**src/rtl/qmult_pipe.sv**
```systemverilog
// Pipelined signed fixed-point (N,Q) multiplier with a valid/ready stream interface,
// optional rounding and saturation, and a sticky overflow flag.
module qmult_pipe #(
  parameter int N      = 16,
  parameter int Q      = 12,
  parameter int STAGES = 2,
  parameter int ROUND  = 0,
  parameter int SAT    = 1
) (
  input  logic         clk,
  input  logic         rst_n,
  input  logic         in_valid,
  output logic         in_ready,
  input  logic [N-1:0] in_a,
  input  logic [N-1:0] in_b,
  output logic         out_valid,
  input  logic         out_ready,
  output logic [N-1:0] out_q,
  output logic         out_ovf,
  output logic         ovf_sticky,
  input  logic         clr_sticky
);

  localparam int W = 2 * N + 1;
  localparam logic [W-1:0] RND     = (ROUND != 0) ? (W'(1) << (Q - 1)) : '0;
  localparam logic [W-1:0] NEG_LIM = W'(1) << (N - 1);
  localparam logic [W-1:0] POS_LIM = (W'(1) << (N - 1)) - W'(1);
  localparam logic [N-1:0] MAX_Q   = {1'b0, {(N - 1){1'b1}}};
  localparam logic [N-1:0] MIN_Q   = {1'b1, {(N - 1){1'b0}}};

  logic [N-1:0]      data_q [STAGES];
  logic [N-1:0]      data_d [STAGES];
  logic [STAGES-1:0] v_q, v_d, ovf_q, ovf_d, ld;
  logic              rdy_en_q;
  logic              sticky_q, sticky_d;

  logic [2*N-1:0] a_ext, b_ext, prod, mag;
  logic           neg;
  logic [W-1:0]   magr, t;
  logic [N-1:0]   t_lo, wrap, res;
  logic           ovf;

  // Sign-magnitude datapath: the low 2N bits of the unsigned product of the
  // sign-extended operands equal the two's complement product.
  always_comb begin
    a_ext = {{N{in_a[N-1]}}, in_a};
    b_ext = {{N{in_b[N-1]}}, in_b};
    prod  = a_ext * b_ext;
    neg   = prod[2*N-1];
    mag   = neg ? (~prod + (2*N)'(1)) : prod;
    magr  = {1'b0, mag} + RND;
    t     = magr >> Q;
    ovf   = neg ? (t > NEG_LIM) : (t > POS_LIM);
    t_lo  = t[N-1:0];
    wrap  = neg ? (~t_lo + N'(1)) : t_lo;
    if (ovf && (SAT != 0)) begin
      res = neg ? MIN_Q : MAX_Q;
    end else begin
      res = wrap;
    end
  end

  // A stage may load if the output is being drained or any stage at or after it is empty.
  always_comb begin
    for (int k = 0; k < STAGES; k++) begin
      ld[k] = out_ready;
      for (int j = k; j < STAGES; j++) begin
        if (!v_q[j]) ld[k] = 1'b1;
      end
    end
  end

  assign in_ready = rdy_en_q & ld[0];

  generate
    for (genvar gi = 0; gi < STAGES; gi++) begin : g_stage
      if (gi == 0) begin : g_first
        assign v_d[gi]    = ld[gi] ? (in_valid & in_ready) : v_q[gi];
        assign data_d[gi] = ld[gi] ? res : data_q[gi];
        assign ovf_d[gi]  = ld[gi] ? ovf : ovf_q[gi];
      end else begin : g_next
        assign v_d[gi]    = ld[gi] ? v_q[gi-1]    : v_q[gi];
        assign data_d[gi] = ld[gi] ? data_q[gi-1] : data_q[gi];
        assign ovf_d[gi]  = ld[gi] ? ovf_q[gi-1]  : ovf_q[gi];
      end
    end
  endgenerate

  always_comb begin
    sticky_d = sticky_q;
    if (clr_sticky) sticky_d = 1'b0;
    if (out_valid && out_ready && out_ovf) sticky_d = 1'b1;
  end

  always_ff @(posedge clk or negedge rst_n) begin
    if (!rst_n) begin
      v_q      <= '0;
      ovf_q    <= '0;
      rdy_en_q <= 1'b0;
      sticky_q <= 1'b0;
      for (int k = 0; k < STAGES; k++) data_q[k] <= '0;
    end else begin
      v_q      <= v_d;
      ovf_q    <= ovf_d;
      rdy_en_q <= 1'b1;
      sticky_q <= sticky_d;
      for (int k = 0; k < STAGES; k++) data_q[k] <= data_d[k];
    end
  end

  assign out_valid  = v_q[STAGES-1];
  assign out_q      = data_q[STAGES-1];
  assign out_ovf    = ovf_q[STAGES-1];
  assign ovf_sticky = sticky_q;

endmodule

```
**config.mk**
```make
export PLATFORM = sky130hd
export DESIGN_NAME = qmult_pipe
export DESIGN_NICKNAME = d
export VERILOG_FILES = /design/src/rtl/qmult_pipe.sv
export SDC_FILE = /design/constraint.sdc
export NUM_CORES = 1
export LEC_CHECK = 0
export CAP_MARGIN = 5
export CORE_MARGIN = 3
export CORE_UTILIZATION = 40
export CTS_BUF_LIST = sky130_fd_sc_hd__clkbuf_2
export DETAILED_ROUTE_END_ITERATION = 6
export PLACE_DENSITY = 0.55
export SKIP_LAST_GASP = 1
export SLEW_MARGIN = 30
export SYNTH_ARGS = -nofsm -noshare
export SYNTH_HDL_FRONTEND = slang
export SYNTH_SLANG_ARGS = --single-unit
export TNS_END_PERCENT = 50
```
**constraint.sdc**
```tcl
create_clock -name clk -period 2.2 [get_ports clk]
set_input_delay 0.33 -clock clk [delete_from_list [all_inputs] [get_ports clk]]
set_output_delay 0.33 -clock clk [all_outputs]
set_load 0.05 [all_outputs]
```
==> impl_metrics.env, run 1 <==
export IMPL_cts_hold_buf=0
export IMPL_run_status="finished, violations left"
export IMPL_fin_ws_ps=-5180
export IMPL_grt_usage=0.212
export IMPL_finalNonFillerCells=2203
export IMPL_ys_warn_count=0
export IMPL_cp_start_kind="input port"
export IMPL_arrival_ps=7690
export IMPL_dr_pass1_iters=4
export IMPL_core_area_sq_um=31700
export IMPL_synth_avg_cell_area_sq_um=8.96
export IMPL_dp_hpwl_um=27100
export IMPL_io_pins=57
export IMPL_hold_viol_final=0
export IMPL_clkTransAtPathRegs_ps=200
export IMPL_tightest_slew_ps=829
export IMPL_crit_fanout=4
export IMPL_required_ps=2510
export IMPL_synth_nets=1825
export IMPL_rows=65
export IMPL_overflow=0
export IMPL_cp_common_cell="fa_1"
export IMPL_ys_types=82
export IMPL_drv_slew=0
export IMPL_cts_tree="built"
export IMPL_grt_pass1_wl_um=59100
export IMPL_final_util=0.559
export IMPL_final_nets=2183
export IMPL_cts_sinks=38
export IMPL_drt_iter0_drc=414
export IMPL_num_vias=11000
export IMPL_violations="setup timing"
export IMPL_timing_final_crit_share=3.35
export IMPL_post_drt_via_cell_ratio=4.98
export IMPL_slowest_delay_ps=540
export IMPL_portBuffers=56
export IMPL_numCtsBuffers=5
export IMPL_grt_max_degree=39
export IMPL_clk_insertion_delay_late_ps=370
export IMPL_die_y_um=186
export IMPL_finalClockSkew_ps=10.7
export IMPL_areaGrowthSynthToFinish_pct=37.3
export IMPL_syn_inst=1442
export IMPL_fp_dieArea_sq_um=34500
export IMPL_rr_worst_depth=6
export IMPL_cp_end_kind="register"
export IMPL_placedCellCount=2093
export IMPL_setup_violations=17
export IMPL_netlist_area_sq_um=12900
export IMPL_hold_class="input port to async pin"
export IMPL_ys_async_sr_fraction=1.00
export IMPL_min_period_ps=7380
export IMPL_die_x_um=186
export IMPL_cap_violations=0
export IMPL_timing_slew_headroom=0.447
export IMPL_post_place_ws_ps=-6080
export IMPL_ys_ff_latch=38
export IMPL_cp_slowest_cell="fa_1"
export IMPL_htreeDepth=2
export IMPL_rsz0062_at_grt="yes"
export IMPL_start_util=0.407
export IMPL_gp_congestion=0.896
export IMPL_antenna_found_initial=0
export IMPL_setup_tns_ps=-86180
export IMPL_drt_wl_total_um=34200
export IMPL_layout_drive_gt1_share=0.322
export IMPL_synth_main_ff_cell="dfrtp_1"
export IMPL_synth_edff_count=0
export IMPL_clockBufferDepth=2
export IMPL_grt_pass1_vias=12400
export IMPL_crit_type="input port to register"
export IMPL_antenna_cells=0
export IMPL_seq_area_frac_synth=0.0736
export IMPL_postRouteAntennaNets=0
export IMPL_wl_per_cell_um=15.5
export IMPL_fmax_mhz=136
export IMPL_cts_root_buf="clkbuf_2"
export IMPL_drcViolationCount=0
-- registers in the layout, indices dropped and copies added (netlist names) --
name	cells
data_q	16
out_q	16
rdy_en_q	1
v_q	2
ovf_q	2
ovf_sticky	1
-- cells in the final DEF (no fill, tap or decap), types with 7 or more instances in the layout --
cell type	synthesis	routed
clkbuf_2	0	9
ha_4	0	17
nand3_1	16	15
nor2_1	45	40
a21oi_1	36	31
ha_1	84	64
bufbuf_16	0	8
inv_1	313	290
a21o_1	9	9
and2_1	131	113
inv_2	0	21
o21ai_1	6	7
and2_4	0	19
fa_1	262	248
a21oi_2	4	7
nand2b_1	11	11
dfrtp_1	38	38
xnor2_1	28	25
buf_4	17	301
mux2i_1	8	8
buf_6	1	37
nor3_1	12	12
o21a_1	7	7
o211ai_1	11	11
a211o_1	7	7
xor2_1	9	8
buf_2	6	16
fa_2	0	14
o21ai_0	25	17
clkdlybuf4s50_1	0	23
a31oi_1	8	7
mux2_2	19	19
nand2_1	155	145
nand4_1	7	7
buf_12	0	19
-- per-layer routing --
layer	vias to the layer above	share of wire	routed length, um	GRT usage
met5	-	0	0	0
met4	0	0.022	749	0.0414
met3	48	0.032	1080	0.0242
met2	171	0.52	17800	0.394
met1	5575	0.43	14600	0.268
li1	5182	-	-	-
-- final cells by class --
type / count / area [sq um]
Inverter: 313 / 1180
Fill cell: 2866 / 14000
Clock buffer: 5 / 25.0
Sequential cell: 38 / 951
Tap cell: 402 / 503
Multi-Input combinational cell: 1021 / 11200
Clock inverter: 3 / 63.8
Timing Repair Buffer: 421 / 3810
-- logic make-up after synthesis --
family,share of synthesized area
simple gates,0.170
buf+inv,0.117
fa+ha+maj,0.487
compound gates,0.104
flops,0.0736
xor+xnor,0.0251
mux,0.0227
other cells,0.000290
-- repair_timing --
| action | in CTS | in global routing |
|---|---|---|
| resized for setup | 234 | 55 |
| cloned | 13 | 0 |
| setup buffers | 82 | 12 |
| pin swaps | 125 | 62 |
| setup endpoints to repair | 17 | 17 |
-- stage by stage --
step,hold slack [ps],instance area (sq um)
after floorplan,34.4,13200
after global placement,438,15900
after detailed placement,443,15900
after CTS,18.6,17500
after global routing,37.2,17700
final,27.8,17700
-- worst max-delay path: cells and delay by family --
family / cells / cell delay (ps)
and+or+nand+nor: 8 / 1700
xor gates and xnor gates: 1 / 100
AOI/OAI and AO/OA: 7 / 1460
adders and majority gates: 8 / 3380
buffers and inverters: 8 / 700
-- path summary, 6_finish.rpt --
| path | to | startpoint | slack (ps) |
|---|---|---|---|
| setup reg to reg | data_q[22] | v_q[1] | 790 |
| max in group asynchronous | data_q[22] | rst_n | 1660 |
| setup / recovery | data_q[26] | in_b[12] | -5180 |
| min in group clk | v_q[0] | in_valid | 460 |
| hold reg to reg | v_q[0] | rdy_en_q | 490 |
| hold / removal | out_q[8] | rst_n | 30 |
-- synth_stat cells, types with 4 or more instances --
cell type	instances	area share
nand3_1	16	0.0062
xnor2_1	28	0.019
fa_1	262	0.41
a21o_1	9	0.0052
inv_1	313	0.091
nor2_1	45	0.013
clkbuf_1	45	0.013
ha_1	84	0.081
a211oi_2	4	0.0039
nor3_1	12	0.0046
buf_4	17	0.0099
a31oi_1	8	0.0039
o21a_1	7	0.0041
o211a_1	5	0.0039
or2_2	6	0.0029
a21oi_2	4	0.0027
mux2i_1	8	0.0062
buf_2	6	0.0023
a211oi_1	7	0.0041
nor4_1	5	0.0024
nand2b_1	11	0.0053
nand4_1	7	0.0034
xor2_1	9	0.0061
or3_1	5	0.0024
and4_1	4	0.0027
dfrtp_1	38	0.074
mux2_2	19	0.017
or4_1	4	0.0023
and3_1	7	0.0034
o21ai_0	25	0.0097
a211o_1	7	0.0047
o2111ai_1	4	0.0027
and2_1	131	0.063
o31ai_1	6	0.0035
nand2_1	155	0.045
o21ai_1	6	0.0023
o22ai_1	5	0.0024
o211ai_1	11	0.0064
a21oi_1	36	0.014
Power of run 1 is not shown: default switching activity piles up to over one toggle a cycle in this logic, so the estimate is an artifact.
==> run 2, diff against run 1 <==
--- a/config.mk
+++ b/config.mk
@@ -10,7 +10,8 @@
 export CORE_UTILIZATION = 40
 export CTS_BUF_LIST = sky130_fd_sc_hd__clkbuf_2
 export DETAILED_ROUTE_END_ITERATION = 6
-export PLACE_DENSITY = 0.55
+export DONT_BUFFER_PORTS = 1
+export PLACE_DENSITY = 0.52
 export SKIP_LAST_GASP = 1
 export SLEW_MARGIN = 30
 export SYNTH_ARGS = -nofsm -noshare
==> run 2 against run 1 <==
Against the previous run:
- hold slack better by 27 ps
- non-clock buffer count is 192 lower
- highest routed layer unchanged
- the run still ends with setup timing left
- sequential cell count stayed put
- critical endpoint unchanged
- register-to-register slack worse by 80 ps
- critical path type unchanged
- maximum frequency is 5.2% higher
- utilization is 7.0 points lower
- via count is 6.9% lower
- cell count is 8.7% lower
- routed wire length is 9.8% lower
==> impl_metrics.env, run 2 (same netlist as run 1, synthesis figures left out) <==
export IMPL_start_util=0.407
export IMPL_numCtsBuffers=5
export IMPL_cp_start_kind="input port"
export IMPL_areaGrowthSynthToFinish_pct=20.2
export IMPL_final_nets=1991
export IMPL_crit_fanout=7
export IMPL_antenna_found_initial=0
export IMPL_r2r_end="data_q[25]"
export IMPL_core_area_sq_um=31700
export IMPL_die_y_um=186
export IMPL_antenna_cells=0
export IMPL_clk_insertion_delay_late_ps=410
export IMPL_cts_tree="built"
export IMPL_clkTransAtPathRegs_ps=190
export IMPL_htreeDepth=2
export IMPL_worst_path_buf_inv=5
export IMPL_crit_type="input port to register"
export IMPL_num_vias=10200
export IMPL_tightest_slew_ps=523
export IMPL_wl_per_cell_um=15.3
export IMPL_postRouteAntennaNets=0
export IMPL_min_period_ps=7010
export IMPL_fmax_mhz=143
export IMPL_drcViolationCount=0
export IMPL_arrival_ps=7370
export IMPL_io_pins=57
export IMPL_setup_violations=17
export IMPL_fp_dieArea_sq_um=34500
export IMPL_grt_pass1_vias=11100
export IMPL_timing_slew_headroom=0.650
export IMPL_hold_depth=2
export IMPL_cp_endpoint="data_q[26]"
export IMPL_dr_pass1_iters=4
export IMPL_cap_violations=0
export IMPL_drt_iter0_drc=332
export IMPL_fin_ws_ps=-4810
export IMPL_rsz0062_at_grt="yes"
export IMPL_r2r_start="v_q[1]"
export IMPL_gp_congestion=0.845
export IMPL_cp_slowest_cell="fa_1"
export IMPL_grt_pass1_wl_um=53200
export IMPL_hold_viol_final=0
export IMPL_finalClockSkew_ps=2.42
export IMPL_final_cell_mix="inv_1, fa_1, buf_4, nand2_1, and2_1"
export IMPL_critical_path_top_delay_family="adder cells"
export IMPL_drt_wl_total_um=30900
export IMPL_cts_root_buf="clkbuf_2"
export IMPL_cp_end_kind="register"
export IMPL_cts_sinks=38
export IMPL_die_x_um=186
export IMPL_grt_usage=0.188
export IMPL_slowest_delay_ps=540
export IMPL_grt_max_degree=39
export IMPL_rr_worst_depth=5
export IMPL_holdWs_ps=54.5
export IMPL_r2r_setup_slack_ps=710
export IMPL_rows=65
export IMPL_layout_drive_gt1_share=0.238
export IMPL_required_ps=2550
export IMPL_run_status="finished, violations left"
export IMPL_overflow=0
export IMPL_final_common_cell="inv_1"
export IMPL_cp_common_cell="fa_1"
export IMPL_drv_slew=0
export IMPL_hold_class="input port to register"
export IMPL_violations="setup timing"
export IMPL_timing_final_crit_share=3.19
export IMPL_dp_hpwl_um=25600
export IMPL_cp_num_cells=29
export IMPL_portBuffers=0
export IMPL_post_drt_via_cell_ratio=5.08
export IMPL_clockBufferDepth=2
export IMPL_startpoint="in_b[15]"
run 2: area by class of cell:
cell class	count	area [sq um]
timing repair buffer	229	1800
multi-input combinational	1021	11100
tap	402	503
sequential	38	951
clock inverter	2	8.76
fill	3080	16200
clock buffer	6	30.0
inverter	313	1180
run 2: metal layers:
| layer | vias to the layer above | wire length (um) | track usage |
|---|---|---|---|
| met2 | 100 | 16700 | 0.362 |
| met5 | - | 0 | 0 |
| li1 | 4797 | - | - |
| met4 | 0 | 272 | 0.0176 |
| met3 | 23 | 517 | 0.0115 |
| met1 | 5301 | 13400 | 0.241 |
run 2: worst min path at each step:
stage | from | endpoint
floorplan | rst_n | data_q[16]
global placement | rst_n | out_q[5]
detailed placement | rst_n | out_q[5]
CTS | out_ready | ovf_sticky
global route | out_ready | ovf_sticky
finish | out_ready | ovf_sticky
run 2: stage by stage:
stage	setup WS [ps]	util	instances	setup TNS, ps	instance area [sq um]
after detailed placement	-5440	0.463	1965	-90010	14700
after CTS	-4760	0.479	2000	-78720	15200
after global routing	-5060	0.490	2011	-84580	15500
final	-4810	0.490	2011	-80420	15500
after global placement	-5340	0.463	1965	-89000	14700
after floorplan	-5730	-	1442	-92940	13200
run 2: what timing repair did:
| item | 4_1_cts | 5_1_grt |
|---|---|---|
| setup endpoints to repair | 17 | 18 |
| pin swaps | 52 | 30 |
| buffers inserted | 24 | 13 |
| hold buffers | 4 | 0 |
| hold endpoints to repair | 40 | 0 |
| resized for setup | 52 | 54 |
Power of run 2 is left out for the same reason.
==> run 3, diff against run 2 <==
--- a/config.mk
+++ b/config.mk
@@ -5,10 +5,11 @@
 export SDC_FILE = /design/constraint.sdc
 export NUM_CORES = 1
 export LEC_CHECK = 0
-export CAP_MARGIN = 5
+export CAP_MARGIN = 10
 export CORE_MARGIN = 3
 export CORE_UTILIZATION = 40
 export CTS_BUF_LIST = sky130_fd_sc_hd__clkbuf_2
+export CTS_CLUSTER_SIZE = 28
 export DETAILED_ROUTE_END_ITERATION = 6
 export DONT_BUFFER_PORTS = 1
 export PLACE_DENSITY = 0.52
==> results of run 3 <==
No change in the layout: final DEF, timing and power equal those of run 2.
Power of run 3 is left out for the same reason.
